File: src/rtl/cdb_pkg.sv
// Shared types and defaults for the common-data-bus broadcaster.
package cdb_pkg;

  localparam int unsigned CDB_WIDTH      = 31;
  localparam int unsigned CDB_ROB        = 2;
  localparam int unsigned CDB_NUM_FU     = 3;
  localparam int unsigned CDB_FIFO_DEPTH = 2;

  typedef enum logic [1:0] {
    FU_ALU    = 2'd0,
    FU_BRANCH = 2'd1,
    FU_LSU    = 2'd2
  } fu_id_e;

  typedef struct packed {
    logic [CDB_WIDTH:0] result;
    logic [CDB_ROB:0]   robEntry;
  } cdb_entry_t;

  // Index width for a population of n sources; never zero.
  function automatic int unsigned src_width(input int unsigned n);
    return (n > 1) ? $clog2(n) : 1;
  endfunction

endpackage

File: src/rtl/cdb_broadcaster_if.sv
// FU result handshake and CDB broadcast bundle; master = FU/ROB side, slave = broadcaster.
interface cdb_broadcaster_if
  import cdb_pkg::*;
#(
  parameter int unsigned WIDTH  = CDB_WIDTH,
  parameter int unsigned ROB    = CDB_ROB,
  parameter int unsigned NUM_FU = CDB_NUM_FU
) ();

  localparam int unsigned SRC_W = src_width(NUM_FU);

  logic [NUM_FU-1:0]            fu_valid;
  logic [NUM_FU-1:0][WIDTH:0]   fu_result;
  logic [NUM_FU-1:0][ROB:0]     fu_rob;
  logic [NUM_FU-1:0]            fu_ready;

  logic [WIDTH:0]               cdb_result;
  logic [ROB:0]                 cdb_robEntry;
  logic                         cdb_validBroadcast;
  logic [SRC_W-1:0]             cdb_src;

  modport master (
    output fu_valid, fu_result, fu_rob,
    input  fu_ready, cdb_result, cdb_robEntry, cdb_validBroadcast, cdb_src
  );

  modport slave (
    input  fu_valid, fu_result, fu_rob,
    output fu_ready, cdb_result, cdb_robEntry, cdb_validBroadcast, cdb_src
  );

endinterface

File: src/rtl/cdb_result_fifo.sv
// Single-clock result FIFO for one functional unit; pointers wrap, count is one bit wider.
module cdb_result_fifo
  import cdb_pkg::*;
#(
  parameter type         entry_t = cdb_entry_t,
  parameter int unsigned DEPTH   = CDB_FIFO_DEPTH
) (
  input  logic   clk,
  input  logic   clear_n,
  input  logic   flush,
  input  logic   push,
  input  logic   pop,
  input  entry_t din,
  output entry_t head,
  output logic   empty,
  output logic   full
);

  localparam int unsigned AW = $clog2(DEPTH);

  entry_t          mem [DEPTH];
  logic [AW-1:0]   rd_ptr;
  logic [AW-1:0]   wr_ptr;
  logic [AW:0]     count;
  logic            push_ok;
  logic            pop_ok;

  assign empty   = (count == '0);
  assign full    = (count == (AW+1)'(DEPTH));
  assign push_ok = push && !full;
  assign pop_ok  = pop && !empty;
  assign head    = mem[rd_ptr];

  always_ff @(posedge clk or negedge clear_n) begin
    if (!clear_n) begin
      rd_ptr <= '0;
      wr_ptr <= '0;
      count  <= '0;
    end else if (flush) begin
      rd_ptr <= '0;
      wr_ptr <= '0;
      count  <= '0;
    end else begin
      if (push_ok) wr_ptr <= wr_ptr + 1'b1;
      if (pop_ok)  rd_ptr <= rd_ptr + 1'b1;
      if (push_ok && !pop_ok)      count <= count + 1'b1;
      else if (pop_ok && !push_ok) count <= count - 1'b1;
    end
  end

  // Storage needs no reset: count gates every read of head.
  always_ff @(posedge clk) begin
    if (push_ok && !flush) mem[wr_ptr] <= din;
  end

endmodule

File: src/rtl/cdb_broadcaster.sv
// CDB transmitter: per-FU result FIFOs, round-robin grant, one registered broadcast per cycle.
// Define CDB_BYPASS_EN to let an idle FU's incoming result skip its FIFO when it wins the grant.
module cdb_broadcaster
  import cdb_pkg::*;
#(
  parameter int unsigned WIDTH      = CDB_WIDTH,
  parameter int unsigned ROB        = CDB_ROB,
  parameter int unsigned NUM_FU     = CDB_NUM_FU,
  parameter int unsigned FIFO_DEPTH = CDB_FIFO_DEPTH
) (
  input  logic              clk,
  input  logic              clear_n,
  input  logic              flush,
  cdb_broadcaster_if.slave  bus
);

  localparam int unsigned SRC_W = src_width(NUM_FU);

  typedef struct packed {
    logic [WIDTH:0] result;
    logic [ROB:0]   robEntry;
  } entry_t;

  entry_t              head [NUM_FU];
  logic [NUM_FU-1:0]   empty;
  logic [NUM_FU-1:0]   full;
  logic [NUM_FU-1:0]   push;
  logic [NUM_FU-1:0]   pop;
  logic [NUM_FU-1:0]   take_input;
  logic [NUM_FU-1:0]   cand;

  logic [SRC_W-1:0]    rr_ptr;
  logic [SRC_W-1:0]    scan_idx;
  logic [SRC_W-1:0]    grant_idx;
  logic                grant_any;
  entry_t              grant_entry;

  logic                out_valid;
  logic [WIDTH:0]      out_result;
  logic [ROB:0]        out_rob;
  logic [SRC_W-1:0]    out_src;

  assign bus.fu_ready = ~full;

  for (genvar i = 0; i < NUM_FU; i++) begin : g_fu
    logic granted;
    assign granted = grant_any && (grant_idx == SRC_W'(i)) && !flush;

`ifdef CDB_BYPASS_EN
    assign cand[i]       = !empty[i] || bus.fu_valid[i];
    assign take_input[i] = granted && empty[i];
`else
    assign cand[i]       = !empty[i];
    assign take_input[i] = 1'b0;
`endif

    assign push[i] = bus.fu_valid[i] && !full[i] && !flush && !take_input[i];
    assign pop[i]  = granted && !empty[i];

    cdb_result_fifo #(
      .entry_t (entry_t),
      .DEPTH   (FIFO_DEPTH)
    ) u_fifo (
      .clk     (clk),
      .clear_n (clear_n),
      .flush   (flush),
      .push    (push[i]),
      .pop     (pop[i]),
      .din     ({bus.fu_result[i], bus.fu_rob[i]}),
      .head    (head[i]),
      .empty   (empty[i]),
      .full    (full[i])
    );
  end

  // Circular search starting one past the last granted FU.
  always_comb begin
    grant_any = 1'b0;
    grant_idx = '0;
    scan_idx  = '0;
    for (int unsigned k = 1; k <= NUM_FU; k++) begin
      scan_idx = SRC_W'((32'(rr_ptr) + k) % NUM_FU);
      if (!grant_any && cand[scan_idx]) begin
        grant_any = 1'b1;
        grant_idx = scan_idx;
      end
    end
  end

  always_comb begin
    grant_entry = head[grant_idx];
`ifdef CDB_BYPASS_EN
    if (empty[grant_idx]) begin
      grant_entry.result   = bus.fu_result[grant_idx];
      grant_entry.robEntry = bus.fu_rob[grant_idx];
    end
`endif
  end

  always_ff @(posedge clk or negedge clear_n) begin
    if (!clear_n) begin
      out_valid  <= 1'b0;
      out_result <= '0;
      out_rob    <= '0;
      out_src    <= '0;
      rr_ptr     <= SRC_W'(NUM_FU - 1);
    end else if (flush) begin
      out_valid  <= 1'b0;
    end else if (grant_any) begin
      out_valid  <= 1'b1;
      out_result <= grant_entry.result;
      out_rob    <= grant_entry.robEntry;
      out_src    <= grant_idx;
      rr_ptr     <= grant_idx;
    end else begin
      out_valid  <= 1'b0;
    end
  end

  assign bus.cdb_validBroadcast = out_valid;
  assign bus.cdb_result         = out_result;
  assign bus.cdb_robEntry       = out_rob;
  assign bus.cdb_src            = out_src;

endmodule

File: src/flat_wrapper.sv
// flat-port wrapper written by rule: the top's interface ports become plain ports
module cdb_broadcaster_flat import cdb_pkg::*;
#(
  parameter int unsigned WIDTH      = CDB_WIDTH,
  parameter int unsigned ROB        = CDB_ROB,
  parameter int unsigned NUM_FU     = CDB_NUM_FU,
  parameter int unsigned FIFO_DEPTH = CDB_FIFO_DEPTH
)
  (clk, clear_n, flush, bus_fu_valid, bus_fu_result, bus_fu_rob, bus_fu_ready, bus_cdb_result, bus_cdb_robEntry, bus_cdb_validBroadcast, bus_cdb_src);
  cdb_broadcaster_if #(.WIDTH(WIDTH), .ROB(ROB), .NUM_FU(NUM_FU)) bus_i ();
  input  logic clk;
  input  logic clear_n;
  input  logic flush;
  input wire logic [$bits(bus_i.fu_valid)-1:0] bus_fu_valid;
  input wire logic [$bits(bus_i.fu_result)-1:0] bus_fu_result;
  input wire logic [$bits(bus_i.fu_rob)-1:0] bus_fu_rob;
  output wire logic [$bits(bus_i.fu_ready)-1:0] bus_fu_ready;
  output wire logic [$bits(bus_i.cdb_result)-1:0] bus_cdb_result;
  output wire logic [$bits(bus_i.cdb_robEntry)-1:0] bus_cdb_robEntry;
  output wire logic [$bits(bus_i.cdb_validBroadcast)-1:0] bus_cdb_validBroadcast;
  output wire logic [$bits(bus_i.cdb_src)-1:0] bus_cdb_src;
  assign bus_i.fu_valid = bus_fu_valid;
  assign bus_i.fu_result = bus_fu_result;
  assign bus_i.fu_rob = bus_fu_rob;
  assign bus_fu_ready = bus_i.fu_ready;
  assign bus_cdb_result = bus_i.cdb_result;
  assign bus_cdb_robEntry = bus_i.cdb_robEntry;
  assign bus_cdb_validBroadcast = bus_i.cdb_validBroadcast;
  assign bus_cdb_src = bus_i.cdb_src;
  cdb_broadcaster #(.WIDTH(WIDTH), .ROB(ROB), .NUM_FU(NUM_FU), .FIFO_DEPTH(FIFO_DEPTH)) u_core (.clk(clk), .clear_n(clear_n), .flush(flush), .bus(bus_i));
endmodule
File: config.mk
export PLATFORM = sky130hd
export DESIGN_NAME = cdb_broadcaster_flat
export DESIGN_NICKNAME = d
export VERILOG_FILES = /design/src/rtl/cdb_pkg.sv /design/src/rtl/cdb_broadcaster_if.sv /design/src/rtl/cdb_result_fifo.sv /design/src/rtl/cdb_broadcaster.sv /design/src/flat_wrapper.sv
export SDC_FILE = /design/constraint.sdc
export NUM_CORES = 1
export LEC_CHECK = 0
export ABC_AREA = 1
export BUFFER_PORTS_ARGS = -buffer_cell sky130_fd_sc_hd__buf_2
export CAP_MARGIN = 15
export CORE_MARGIN = 3
export CORE_UTILIZATION = 48
export CTS_CLUSTER_SIZE = 24
export DETAILED_ROUTE_END_ITERATION = 10
export GPL_TIMING_DRIVEN = 0
export PLACE_DENSITY = 0.67
export SETUP_SLACK_MARGIN = 0.15
export SLEW_MARGIN = 10
export SYNTH_ARGS = -nofsm -noshare
export SYNTH_HDL_FRONTEND = slang
export SYNTH_SLANG_ARGS = --single-unit
export TNS_END_PERCENT = 10
File: constraint.sdc
create_clock -name clk -period 3.2 [get_ports clk]
set_input_delay 0.48 -clock clk [delete_from_list [all_inputs] [get_ports clk]]
set_output_delay 0.48 -clock clk [all_outputs]
set_load 0.02 [all_outputs]
Word level (Yosys, flattened, before mapping). Memories as Yosys holds them, arrays and structs flattened. Index checks and enable logic that the tools add are counted.

$add $sub $neg: 15. Div/mod/pow operators: 3. $lt $le $gt $ge: 4. Equal/unequal tests: 5. Muxes and demuxes: 44. Bitwise operators: 3. Reduce and logical (&&, ||, !) cells: 61.

Operator list (count): $mod A32 B2 Y32 const B (3); $bmux W35 S2 (1); $mux W35 (2); $logic_and A1 B1 Y1 (32); $mux W1 (26); $mux W2 (12); $logic_not A1 Y1 (15); $reduce_bool A2 Y1 (6); $lt A2 B3 Y1 const B (3); $reduce_bool A3 Y1 (3); $eq A2 B2 Y1 const B (4); $logic_not A2 Y1 (4); $add A1 B1 Y1 const B (6); $add A2 B1 Y2 const B (3); $add A2 B2 Y3 const B (2); $bmux W1 S2 (3); $sub A2 B1 Y2 const B (3); $add A2 B1 Y3 const B (1); $ge A3 B3 Y1 const B (1); $not A2 Y3 (1); $not A3 Y3 (1); $eq A2 B1 Y1 const B (1); $reduce_and A2 Y1 (1); $not A1 Y1 (1).

Flip-flop bits (word level): 52. Memory bits (writable): 210. Bits of input ports: 111. Logic and storage cells: 152. Memories kept: 3.

Memory list: u_core.g_fu[0].u_fifo.mem (depth 2, width 35, read ports 1, clocked after memory_dff 0, write ports 1, RTL line cdb_result_fifo.sv:21) `entry_t mem [DEPTH];`; u_core.g_fu[1].u_fifo.mem (depth 2, width 35, read ports 1, clocked after memory_dff 0, write ports 1, RTL line cdb_result_fifo.sv:21); u_core.g_fu[2].u_fifo.mem (depth 2, width 35, read ports 1, clocked after memory_dff 0, write ports 1, RTL line cdb_result_fifo.sv:21).

Depth between registers and ports, before layout. Gate-level depths: netlist of the first run.

Depth in word-level cells: 20. Mapped depth: 18. Depth with buffers taken out: 17.

Modules after synthesis. Synthesis of the first run repeated with hierarchy kept, for this count alone.

Cell total of the unflattened synthesis: 1028. Area total of the unflattened synthesis: 11283.3 µm².

By module, submodules not included: cdb_result_fifo (instances 3, cells an instance 220, area an instance 2790.2 µm², seq. area each 2202.1 µm²); cdb_broadcaster (instances 1, cells an instance 368, area an instance 2912.8 µm², seq. area each 977.2 µm²).

Least setup slack after synthesis of the first run. OpenSTA, ideal clock, no wires.

Path kind: reg2reg. From: register u_core.g_fu[1].u_fifo.count[0]. To: memory u_core.g_fu[1].u_fifo.mem[0][0] (netlist bit) (enable). Setup time: 0.427 ns. Arrival: 2.524 ns. Data required time: 2.773 ns. Setup slack: 0.249 ns. Cell stages (with the launch flop): 7. Clock period less this slack: 2.951 ns. Cell sequence: dfrtp_1 -> inv_1 -> nand2_1 -> nand2_1 -> nor2_1 -> inv_1 -> nor2_1.

Cells in the longest elaborated chain, start to end: 8.

Ends and longest elaborated chain: start, declared (RTL line cdb_result_fifo.sv:24) `logic [AW:0] count;`; start signal, assigned (RTL line cdb_result_fifo.sv:46) `if (push_ok && !pop_ok) count <= count + 1'b1;`; start signal, assigned (RTL line cdb_result_fifo.sv:47) `else if (pop_ok && !push_ok) count <= count - 1'b1;`; $eq A2 B2 Y1 (*) (RTL line cdb_result_fifo.sv:29) `assign full = (count == (AW+1)'(DEPTH));`; $logic_not A1 Y1 (*) (RTL line cdb_result_fifo.sv:30, cdb_broadcaster.sv:57); $logic_and A1 B1 Y1 (2 in series) (RTL line cdb_broadcaster.sv:57) `assign push[i] = bus.fu_valid[i] && !full[i] && !flush && !take_input[i];`; $logic_and A1 B1 Y1 (*) (RTL line cdb_result_fifo.sv:30) `assign push_ok = push && !full;`; $logic_and A1 B1 Y1 (*) (RTL line cdb_result_fifo.sv:53) `if (push_ok && !flush) mem[wr_ptr] <= din;`; $mux W1 (*) (RTL line cdb_result_fifo.sv:53); $mux W1 (not written as such) (*) (RTL line cdb_result_fifo.sv:53); end, declared (RTL line cdb_result_fifo.sv:21).

Every way passes the cells marked *; elsewhere a longest branch is shown, timed or not.

==> results of run 1 <==
[cell type report]
type / count / share of cell area [%]
Clock inverter: 15 / 1.57
Multi-Input combinational cell: 513 / 19.3
Buffer: 42 / 1.75
Sequential cell: 261 / 59.7
Inverter: 60 / 1.79
Tap cell: 275 / 2.71
Timing Repair Buffer: 157 / 7.16
Antenna cell: 4 / 0.0788
Clock buffer: 35 / 5.87
[logic make-up (layout without fill, tap and decap cells)]
kind of cell,Yosys count,after routing,synth area share (%)
compound gates,119,119,6.58
xor+xnor,2,2,0.168
fa+ha+maj,4,4,0.479
buf+inv,102,309,4.31
flops,261,261,72.6
other cells,0,4,0
simple gates,388,388,15.8
[worst max-delay path, stage by stage (launching register included)]
cell	delay [ns]
dfrtp_1	0.42
inv_1	0.10
ha_1	0.37
inv_1	0.13
nand2_2	0.07
nand2_1	0.06
nand2_1	0.05
nand2_2	0.10
nand2_2	0.06
nand2_1	0.07
o21ai_1	0.08
nand2_2	0.10
clkbuf_1	0.35
o21ai_0	0.21
nand3_1	0.14
nand3_1	0.08
[synthesized netlist by cell type]
cell type and count:
edfxtp_1 210, nor2_1 155, nand2_1 121, nand3_1 86, o21ai_0 69, inv_1 53, dfrtp_1 50, o211ai_1 35
clkbuf_1 23, o21ai_1 12, nand2_2 9, nand4_1 8, buf_2 7, buf_4 7, buf_6 4, ha_1 4
inv_2 4, nor2_4 3, a21oi_1 2, clkinv_1 2, nand3_2 2, nand3b_1 2, nor2_2 2, xnor2_1 2
a21oi_2 1, buf_1 1, dfstp_2 1, inv_4 1
[worst min-delay path by stage]
stage | end | slack (ns) | cells after the start | from
detailed placement | u_core.bus.cdb_src[1]$_DFFE_PN0P_ | 0.47 | 2 | u_core.bus.cdb_src[1]$_DFFE_PN0P_
floorplan | u_core.bus.cdb_result[0]$_DFFE_PN0P_ | 0.18 | 0 | clear_n
finish | u_core.bus.cdb_robEntry[2]$_DFFE_PN0P_ | 0.004 | 1 | clear_n
CTS | u_core.bus.cdb_result[24]$_DFFE_PN0P_ | 0.02 | 1 | clear_n
global placement | u_core.bus.cdb_src[1]$_DFFE_PN0P_ | 0.47 | 2 | u_core.bus.cdb_src[1]$_DFFE_PN0P_
global route | u_core.bus.cdb_robEntry[2]$_DFFE_PN0P_ | 0.05 | 1 | clear_n
[metrics by stage]
stage	worst slack [ns]	area [µm²]	hold slack [ns]	utilization, %
after floorplan	0.249	10400	0.184	-
after global placement	-1.31	11500	0.466	54.4
after detailed placement	0.596	11700	0.470	55.3
after CTS	0.695	12700	0.0159	59.8
after global routing	0.477	12700	0.0496	59.8
final	0.678	12700	0.00368	59.8
[power by group]
group / switching (W) / internal, W
clock network: 0.00128 / 0.00198
logic: 0.00306 / 0.00143
registers: 0.000253 / 0.00420
total: 0.00459 / 0.00761
[layer usage]
layer	wire, µm	up-vias	part of all wire, %
met5	34	-	0.14
met4	694	6	2.8
met3	1820	51	7.3
met2	12000	252	48
met1	10600	3468	42
li1	-	3427	-
[flip-flops by register name, indices dropped and copies added, names as in the netlist]
name,flops
u_core.g_fu.u_fifo.mem,210
u_core.bus.cdb_result,32
u_core.g_fu.u_fifo.wr_ptr,3
u_core.bus.cdb_src,2
u_core.g_fu.u_fifo.rd_ptr,3
u_core.rr_ptr,1
u_core.g_fu.u_fifo.count,6
u_core.bus.cdb_robEntry,3
u_core.bus.cdb_validBroadcast,1
==> results.txt, run 1 <==
Final Hold Viols: 0
Yosys top cell area share: 60.4%
Reg area: 7580 µm²
TritonCTS clock tree: yes
commonest non-fill, non-tap cell in the layout: edfxtp_1
register area share after synthesis: 72.6%
critical path arrival: 2.94 ns
H-tree Lvls: 1
post-route clock period utilization: 78.8%
r2r setup slk: 0.68 ns
fin crit period: 2.52 ns
Std-Cell Rows: 53
post_cts resized: 0
Synth Area per Inst: 11.9 µm²
critical path type: flop to flop
met2 usage: 33.9%
cell area after synthesis: 10400 µm²
grt met3 use: 3.86%
Root Buffer: clkbuf_16
RePlAce Congestion: 0.824
Synth warnings: 0
Syn Nets: 991
overall power: 0.0122 W
routed length per instance: 18.4 µm
DR vias: 7204
Clk Latency, worst-skew pair: 0.54 ns
Post-Route WL: 25100 µm
post-detail-place hpwl: 17100 µm
clock buffer depth: 3
PD cells: 961 nW/µm²
TritonRoute pass-1 iters: 7
Max VDD drop: 0.000567 V
number of port buffers: 151
Clock Skew: 0.00903 ns
initial core utilization: 49.2%
aggregate global routing overflow: 0
status: finished, final reports clean
gr usage total: 21.0%
largest net degree at the start of global routing: 52
Synth Instances: 876
DP Cell Count: 1308
FF-to-FF End: u_core.bus.cdb_result[5]$_DFFE_PN0P_
CP Launch Point: u_core.bus.cdb_src[0]$_DFFE_PN0P_
min-delay worst type: input port to asynchronous set/reset pin
f_max: 0.396 GHz
Synth cell types: 28
filler cell count: 1743
CP Capture Point: u_core.bus.cdb_result[5]$_DFFE_PN0P_
crit-path max FO: 10
die width: 153 µm
antenna-violating nets left: 0
Syn-to-layout area delta: 21.6%
# nets final: 1177
I/O pins: 152
First DRT Iteration DRCs: 489
die footprint: 23600 µm²
startpoint of the worst register-to-register path: u_core.bus.cdb_src[0]$_DFFE_PN0P_
Post-CTS Setup Bufs: 0
R2R depth: 15
Die Ht: 153 µm
via density per instance: 5.29
Post-CTS Hold Buffers: 0
setup violators final: 0
#FFs+latches synth: 261
layout cell share with drive strength beyond 1: 22.9%
Critical Path Sink Type: flop
unrepaired setup endpoints after global routing: no
Max Cap Violations: 0
CTS sink cnt: 261
area leader, netlist: edfxtp_1
Post-Layout Cell Count: 1362
Global Route met1 Usage: 29.4%
worst slew pin tran: 0.746 ns
# DRC: 0
Leak: 5.08 nW
Top Usage Layer GRT: met2
most frequent cells in the layout: edfxtp_1 (210), buf_2 (157), nor2_1 (149), nand2_1 (121), nand3_1 (86)
Slew Viols, Final: 0
dominant cells by area after synthesis: edfxtp_1 (60%), dfrtp_1 (12%), nor2_1 (5.6%)
Core ar.: 21200 µm²
first-pass GRT wire length: 38300 µm
area taken by multi-input logic gates: 2450 µm²
initial antenna violation count: 5
vias in the first global route: 7001
Worst setup SP type: flop
Sum Neg Setup Slack: 0 ns
CP required: 3.61 ns
Worst-path clk slew: 0.06 ns
Inserted Clock Buffers: 27
relative slew slack: 50.2%
Note: power is estimated with default switching activity, not from simulation.
==> run 2: changes to the inputs <==
==> constraint.sdc (replaced) <==
create_clock -name clk -period 2.5 [get_ports clk]
set_input_delay 0.375 -clock clk [delete_from_list [all_inputs] [get_ports clk]]
set_output_delay 0.375 -clock clk [all_outputs]
set_load 0.02 [all_outputs]
==> run 2 against run 1 <==
Combinational power is 36% higher. Flip-flop and latch count stayed put. Critical path type unchanged. Via count is 1.0% higher. Setup slack worse by 0.42 ns. Die area stayed put. Critical endpoint is now u_core.bus.cdb_result[15]$_DFFE_PN0P_. Power is 30% higher. Non-clock buffer count is 29 higher. Global-route usage is 0.12 points higher. Routed wire length is 2.2% higher. Largest cell class unchanged. Largest power group unchanged.
==> results.txt, run 2 (synthesized netlist as in run 1, its figures left out) <==
Global Route met1 Usage: 29.4% (about the same)
crit-path max FO: 10 (unchanged)
Largest Register: u_core.g_fu.u_fifo.mem (unchanged)
Worst-path clk slew: 0.06 ns (about the same)
Int Pwr: 0.00986 W (was 0.00761 W)
aggregate global routing overflow: 0 (unchanged)
initial antenna violation count: 3 (was 5)
First DRT Iteration DRCs: 574 (was 489)
sequential power share: 36.0% (was 36.5%)
area taken by multi-input logic gates: 2480 µm² (was 2450 µm²)
Clock Skew: 0.0165 ns (was 0.00903 ns)
gr usage total: 21.1% (was 21.0%)
HP Start: bus_fu_result[75]
Die Ht: 153 µm (unchanged)
Core ar.: 21200 µm² (unchanged)
antenna diode count: 0 (was 4)
Syn-to-layout area delta: 24.5% (was 21.6%)
Root Buffer: clkbuf_16 (unchanged)
commonest non-fill, non-tap cell in the layout: edfxtp_1 (unchanged)
antenna-violating nets left: 0 (unchanged)
worst slew pin tran: 0.728 ns (was 0.746 ns)
TritonRoute pass-1 iters: 5 (was 7)
DR vias: 7276 (was 7204)
Critical Path Sink Type: flop (unchanged)
Largest register FFs: 210 (unchanged)
critical path arrival: 2.73 ns (was 2.94 ns)
Max Cap Violations: 0 (unchanged)
# DRC: 0 (unchanged)
Final Hold Viols: 0 (unchanged)
fin crit period: 2.25 ns (was 2.52 ns)
initial core utilization: 49.2% (unchanged)
relative slew slack: 51.4% (was 50.2%)
TritonCTS clock tree: yes (unchanged)
CP required: 2.98 ns (was 3.61 ns)
routed length per instance: 18.5 µm (was 18.4 µm)
status: finished, final reports clean (unchanged)
Comb pwr share: 38.7% (was 36.8%)
Top Usage Layer GRT: met2 (unchanged)
first-pass GRT wire length: 38700 µm (was 38300 µm)
clock buffer depth: 3 (unchanged)
PD cells: 1220 nW/µm² (was 961 nW/µm²)
RePlAce Congestion: 0.792 (was 0.824)
CTS sink cnt: 261 (unchanged)
Clk Latency, worst-skew pair: 0.55 ns (was 0.54 ns)
Worst setup SP type: flop (unchanged)
min-delay worst type: input port to flop (was input port to asynchronous set/reset pin)
filler cell count: 1693 (was 1743)
vias in the first global route: 7019 (was 7001)
Post-Route WL: 25700 µm (was 25100 µm)
H-tree Lvls: 1 (unchanged)
Std-Cell Rows: 53 (unchanged)
Reg area: 7580 µm² (unchanged)
die width: 153 µm (unchanged)
switching pwr: 0.00598 W (was 0.00459 W)
startpoint of the worst register-to-register path: u_core.rr_ptr[1]$_DFFE_PN1P_ (was u_core.bus.cdb_src[0]$_DFFE_PN0P_)
Sum Neg Setup Slack: 0 ns (unchanged)
die footprint: 23600 µm² (unchanged)
met2 usage: 34.8% (was 33.9%)
most frequent cells in the layout: edfxtp_1 (210), buf_2 (153), nor2_1 (149), nand2_1 (120), nand3_1 (85) (was edfxtp_1 (210), buf_2 (157), nor2_1 (149), nand2_1 (121), nand3_1 (86))
Max VDD drop: 0.000665 V (was 0.000567 V)
number of port buffers: 151 (unchanged)
post-detail-place hpwl: 16800 µm (was 17100 µm)
Setup WS post-layout: 0.254 ns (was 0.678 ns)
Inserted Clock Buffers: 27 (unchanged)
Slew Viols, Final: 0 (unchanged)
largest net degree at the start of global routing: 52 (unchanged)
# nets final: 1206 (was 1177)
Leak: 5.23 nW (was 5.08 nW)
CP Launch Point: u_core.rr_ptr[1]$_DFFE_PN1P_ (was u_core.bus.cdb_src[0]$_DFFE_PN0P_)
unrepaired setup endpoints after global routing: yes (was no)
layout cell share with drive strength beyond 1: 23.5% (was 22.9%)
I/O pins: 152 (unchanged)
critical path type: flop to flop (unchanged)
Final Util: 61.3% (was 59.8%)
sw frac: 37.7% (was 37.6%)
f_max: 0.445 GHz (was 0.396 GHz)
post-route clock period utilization: 89.8% (was 78.8%)
setup violators final: 0 (unchanged)
grt met3 use: 4.28% (was 3.86%)
clock power share: 25.4% (was 26.7%)
Place WS: -0.0150 ns (was 0.596 ns)
via density per instance: 5.25 (was 5.29)
[run 2: cell count changes in the layout (fill, tap and decap cells not counted), moves of 3 or more]
cell | previous run | this run
clkinvlp_4 | 3 | 0
buf_4 | 8 | 14
dlygate4sd3_1 | 0 | 20
clkbuf_8 | 4 | 10
diode_2 | 4 | 0
bufinv_16 | 4 | 1
buf_2 | 157 | 153
[run 2: area by class of cell]
class / instances / share of cell area (%)
repair buffers: 186 / 9.18
flip-flops and latches: 261 / 58.3
inverters: 60 / 1.81
plain buffers: 42 / 1.99
multi-input cells: 513 / 19.1
clock buffers: 44 / 6.46
well taps: 275 / 2.65
clock inverters: 6 / 0.529
[run 2: worst max-delay path: stages, from the launching register on]
cell,delay (ns)
dfstp_2,0.56
inv_1,0.07
ha_2,0.20
inv_1,0.11
nand2_1,0.07
nand3_1,0.09
nand2_2,0.09
nand4_1,0.13
nand2_2,0.11
nor2_4,0.20
buf_8,0.17
buf_6,0.17
nand3_2,0.12
nand3_1,0.09
[run 2: metrics by stage]
stage          hold slack (ns)  total power, W  instances  instance area [µm²]
2_1_floorplan           0.0794         0.00950        876                10500
3_3_place_gp             0.464          0.0114       1302                11600
3_5_place_dp             0.470          0.0116       1307                11700
4_1_cts               0.000313          0.0157       1368                12800
5_1_grt               0.000459          0.0168       1387                13000
6_report                0.0140          0.0158       1387                13000
[run 2: what timing repair did]
action | in CTS | in global routing
resized for setup | 8 | 14
setup buffers | 0 | 8
endpoints found under the setup margin | 65 | 84
hold buffers | 11 | 9
hold endpoints to repair | 68 | 17
pin swaps | 0 | 2
cloned | 0 | 1
[run 2: final timing paths]
check / slack [ns] / depth (start not counted) / endpoint
setup / recovery: 0.25 / 13 / u_core.bus.cdb_result[15]$_DFFE_PN0P_
hold / removal: 0.01 / 1 / u_core.g_fu[2].u_fifo.mem[0][14]$_DFFE_PP_
setup reg to reg: 0.25 / 13 / u_core.bus.cdb_result[15]$_DFFE_PN0P_
hold reg to reg: 0.49 / 2 / u_core.bus.cdb_src[1]$_DFFE_PN0P_
max in group asynchronous: 1.57 / 2 / u_core.bus.cdb_result[1]$_DFFE_PN0P_
min in group asynchronous: 0.44 / 2 / u_core.bus.cdb_result[24]$_DFFE_PN0P_
[run 2: power by group through the flow]
stage	clock, W	sequential (W)	combinational [W]
6_report	0.00402	0.00570	0.00612
5_1_grt	0.00428	0.00576	0.00679
4_1_cts	0.00407	0.00570	0.00596
3_5_place_dp	0	0.00577	0.00581
3_3_place_gp	0	0.00577	0.00564
2_1_floorplan	0	0.00608	0.00342
[run 2: per-layer routing]
layer,vias to the layer above,routed length (µm)
li1,3484,-
met1,3439,10700
met2,298,12300
met3,49,2010
met4,6,615
met5,-,34
==> run 3: changes to the inputs <==
--- a/config.mk
+++ b/config.mk
@@ -8,15 +8,17 @@
 export ABC_AREA = 1
 export BUFFER_PORTS_ARGS = -buffer_cell sky130_fd_sc_hd__buf_2
 export CAP_MARGIN = 15
-export CORE_MARGIN = 3
+export CORE_MARGIN = 8
 export CORE_UTILIZATION = 48
 export CTS_CLUSTER_SIZE = 24
 export DETAILED_ROUTE_END_ITERATION = 10
 export GPL_TIMING_DRIVEN = 0
-export PLACE_DENSITY = 0.67
+export HOLD_SLACK_MARGIN = 0.1
+export PLACE_DENSITY = 0.66
 export SETUP_SLACK_MARGIN = 0.15
 export SLEW_MARGIN = 10
 export SYNTH_ARGS = -nofsm -noshare
 export SYNTH_HDL_FRONTEND = slang
+export SYNTH_HIERARCHICAL = 1
 export SYNTH_SLANG_ARGS = --single-unit
 export TNS_END_PERCENT = 10
==> run 3 against run 2 <==
Via count up 12%. Clock skew about the same. Final cell count up 21%. Largest cell class unchanged. Highest routed layer is now met4.
==> results.txt, run 3 <==
status: finished, final reports clean (unchanged)
setup violators final: 0 (unchanged)
Worst setup SP type: flop (unchanged)
Clock Skew: 0.0167 ns (was 0.0165 ns)
Global Route met1 Usage: 27.6% (was 29.4%)
crit-path max FO: 8 (was 10)
min-delay worst type: input port to flop (unchanged)
# nets final: 1450 (was 1206)
Reg area: 7580 µm² (unchanged)
r2r setup slk: 0.09 ns (was 0.25 ns)
Synth Area per Inst: 11.0 µm² (was 11.9 µm²)
leading register cell type out of synthesis: edfxtp_1 (unchanged)
largest net degree at the start of global routing: 52 (unchanged)
met2 usage: 33.4% (was 34.8%)
CTS sink cnt: 261 (unchanged)
RePlAce Congestion: 0.807 (was 0.792)
Slew Viols, Final: 0 (unchanged)
Syn-to-layout area delta: 31.2% (was 24.5%)
Synth cell types: 31 (was 28)
relative slew slack: 50.2% (was 51.4%)
Critical Path Sink Type: flop (unchanged)
dominant cells by area after synthesis: edfxtp_1 (56%), nand2_1 (15%), dfrtp_1 (11%) (was edfxtp_1 (60%), dfrtp_1 (12%), nor2_1 (5.6%))
register area share after synthesis: 67.2% (was 72.6%)
f_max: 0.415 GHz (was 0.445 GHz)
cell area after synthesis: 11300 µm² (was 10400 µm²)
via density per instance: 4.85 (was 5.25)
vias in the first global route: 8237 (was 7019)
Post-synth EDFFs: 210 (unchanged)
Synth Instances: 1028 (was 876)
Core ar.: 23300 µm² (was 21200 µm²)
Leak: 6.41 nW (was 5.23 nW)
initial antenna violation count: 0 (was 3)
async set-reset flop share out of synthesis: 19.5% (unchanged)
Final Util: 63.7% (was 61.3%)
grt met3 use: 4.05% (was 4.28%)
area taken by multi-input logic gates: 3310 µm² (was 2480 µm²)
Inserted Clock Buffers: 28 (was 27)
clock buffer depth: 3 (unchanged)
most frequent cells in the layout: nand2_1 (448), edfxtp_1 (210), buf_2 (167), dlygate4sd3_1 (106), nand3_1 (58) (was edfxtp_1 (210), buf_2 (153), nor2_1 (149), nand2_1 (120), nand3_1 (85))
#FFs+latches synth: 261 (unchanged)
Synth warnings: 6 (was 0)
cell depth of the worst hold path: 4 (was 1)
top cells by count, synth: nand2_1 (455), edfxtp_1 (210), nand3_1 (59), nand3_2 (56), dfrtp_1 (50) (was edfxtp_1 (210), nor2_1 (155), nand2_1 (121), nand3_1 (86), o21ai_0 (69))
Top Usage Layer GRT: met2 (unchanged)
Max VDD drop: 0.000758 V (was 0.000665 V)
Final Hold Viols: 0 (unchanged)
post-detail-place hpwl: 19600 µm (was 16800 µm)
Yosys top cell area share: 55.9% (was 60.4%)
post-route clock period utilization: 96.5% (was 89.8%)
Clk Latency, worst-skew pair: 0.54 ns (was 0.55 ns)
HP Start: flush (was bus_fu_result[75])
PD cells: 1110 nW/µm² (was 1220 nW/µm²)
layout cell share with drive strength beyond 1: 28.9% (was 23.5%)
area leader, netlist: edfxtp_1 (unchanged)
fin crit period: 2.41 ns (was 2.25 ns)
Worst-path clk slew: 0.06 ns (about the same)
TritonCTS clock tree: yes (unchanged)
CP required: 2.97 ns (was 2.98 ns)
Hold Path Sink: u_core/g_fu[2].u_fifo/count[0]$_DFFE_PN0P_ (was u_core.g_fu[2].u_fifo.mem[0][14]$_DFFE_PP_)
Root Buffer: clkbuf_16 (unchanged)
die footprint: 28700 µm² (was 23600 µm²)
Largest register FFs: 210 (unchanged)
DR vias: 8130 (was 7276)
CP Launch Point: u_core/rr_ptr[1]$_DFFE_PN1P_ (was u_core.rr_ptr[1]$_DFFE_PN1P_)
antenna diode count: 0 (unchanged)
Largest Register: u_core/g_fu.u_fifo/mem (was u_core.g_fu.u_fifo.mem)
routed length per instance: 17.7 µm (was 18.5 µm)
Max Cap Violations: 0 (unchanged)
Post-Layout Cell Count: 1676 (was 1387)
worst slew pin tran: 0.747 ns (was 0.728 ns)
most frequent cell after synthesis: nand2_1 (was edfxtp_1)
I/O pins: 152 (unchanged)
antenna-violating nets left: 0 (unchanged)
unrepaired setup endpoints after global routing: yes (unchanged)
Syn Nets: 1143 (was 991)
first-pass GRT wire length: 45500 µm (was 38700 µm)
# DRC: 0 (unchanged)
H-tree Lvls: 1 (unchanged)
commonest non-fill, non-tap cell in the layout: nand2_1 (was edfxtp_1)
Std-Cell Rows: 56 (was 53)
filler cell count: 1861 (was 1693)
number of port buffers: 151 (unchanged)
TritonRoute pass-1 iters: 5 (unchanged)
R2R depth: 16 (was 13)
FF-to-FF End: u_core/g_fu[0].u_fifo/count[1]$_DFFE_PN0P_ (was u_core.bus.cdb_result[15]$_DFFE_PN0P_)
Post-Route WL: 29600 µm (was 25700 µm)
First DRT Iteration DRCs: 604 (was 574)
critical path arrival: 2.88 ns (was 2.73 ns)
gr usage total: 20.4% (was 21.1%)
aggregate global routing overflow: 0 (unchanged)
critical path type: flop to flop (unchanged)
Die Ht: 169 µm (was 153 µm)
initial core utilization: 48.5% (was 49.2%)
DP Cell Count: 1500 (was 1307)
startpoint of the worst register-to-register path: u_core/rr_ptr[1]$_DFFE_PN1P_ (was u_core.rr_ptr[1]$_DFFE_PN1P_)
die width: 169 µm (was 153 µm)
run 3: metal layers:
layer  share of wire (%)  wire, µm  vias to the layer above
li1                    -         -                     3999
met1                  44     13100                     3844
met2                  47     14000                      245
met3                 6.3      1870                       42
met4                 2.0       586                        0
met5                   0         0                        -
run 3: power breakdown:
| part | total (W) | leakage (nW) | internal, W | switching (W) |
|---|---|---|---|---|
| Combinational | 0.00694 | 3.45 | 0.00248 | 0.00445 |
| Sequential | 0.00564 | 2.53 | 0.00532 | 0.000322 |
| Clock | 0.00386 | 0.427 | 0.00224 | 0.00162 |
run 3: worst max-delay path by stage:
stage                                                  to  slack [ns]  depth (start not counted)
3_3_place_gp   u_core/g_fu[1].u_fifo/mem[1][11]$_DFFE_PP_       -0.82                          8
3_5_place_dp   u_core/g_fu[0].u_fifo/mem[0][17]$_DFFE_PP_       -0.72                         10
4_1_cts        u_core/g_fu[2].u_fifo/count[0]$_DFFE_PN0P_       -0.03                         16
5_1_grt        u_core/g_fu[0].u_fifo/count[1]$_DFFE_PN0P_       -0.07                         17
6_report       u_core/g_fu[0].u_fifo/count[1]$_DFFE_PN0P_        0.09                         16
2_1_floorplan   u_core/g_fu[1].u_fifo/mem[1][0]$_DFFE_PP_        0.14                          7
run 3: final cells by class:
type                       instances  share of cell area, %
sequential                       261                   51.2
multi-input combinational        654                   22.4
timing repair buffer             274                   13.7
clock buffer                      36                   5.15
tap                              319                   2.70
buffer                            43                   2.28
inverter                          73                   1.93
clock inverter                    16                  0.676
run 3: timing repair:
action,CTS,global route
pin swaps,4,21
hold buffers,106,0
gates resized for setup,7,33
hold endpoints to repair,260,0
gates cloned,2,1
setup endpoints to repair,114,96
buffers inserted,3,11
run 3: kinds of logic (layout without fill, tap and decap cells):
| family | after synthesis | after routing | synth area share, % |
|---|---|---|---|
| adders and majority gates | 4 | 4 | 0.444 |
| and+or+nand+nor | 627 | 630 | 26.0 |
| DFF | 261 | 261 | 67.2 |
| AOI/OAI and AO/OA | 20 | 20 | 1.02 |
| buffers and inverters | 116 | 442 | 5.28 |
run 3: worst max-delay path: stages, from the launching register on:
cell and delay (ns):
dfstp_2 0.62, ha_4 0.25, inv_2 0.07, nand2_2 0.06, nor2_4 0.12, nor2_4 0.07, nand4_4 0.09, nand2_4 0.08
buf_12 0.14, buf_12 0.13, nor3_4 0.15, nand2_2 0.12, nand2_2 0.10, nand2_2 0.07, nor2_4 0.13, nand2_1 0.05
o21ai_1 0.07
run 3: stage by stage:
| stage | worst slack (ns) | total power (W) | instance area, µm² | hold slack [ns] | setup TNS, ns |
|---|---|---|---|---|---|
| final | 0.0876 | 0.0164 | 14800 | 0.292 | 0 |
| after global routing | -0.0718 | 0.0174 | 14800 | 0.306 | -0.132 |
| after CTS | -0.0266 | 0.0160 | 14500 | 0.265 | -0.0962 |
| after detailed placement | -0.717 | 0.0119 | 12500 | 0.465 | -72.15 |
| after global placement | -0.821 | 0.0118 | 12500 | 0.466 | -122.08 |
| after floorplan | 0.143 | 0.0101 | 11300 | 0.0794 | 0 |
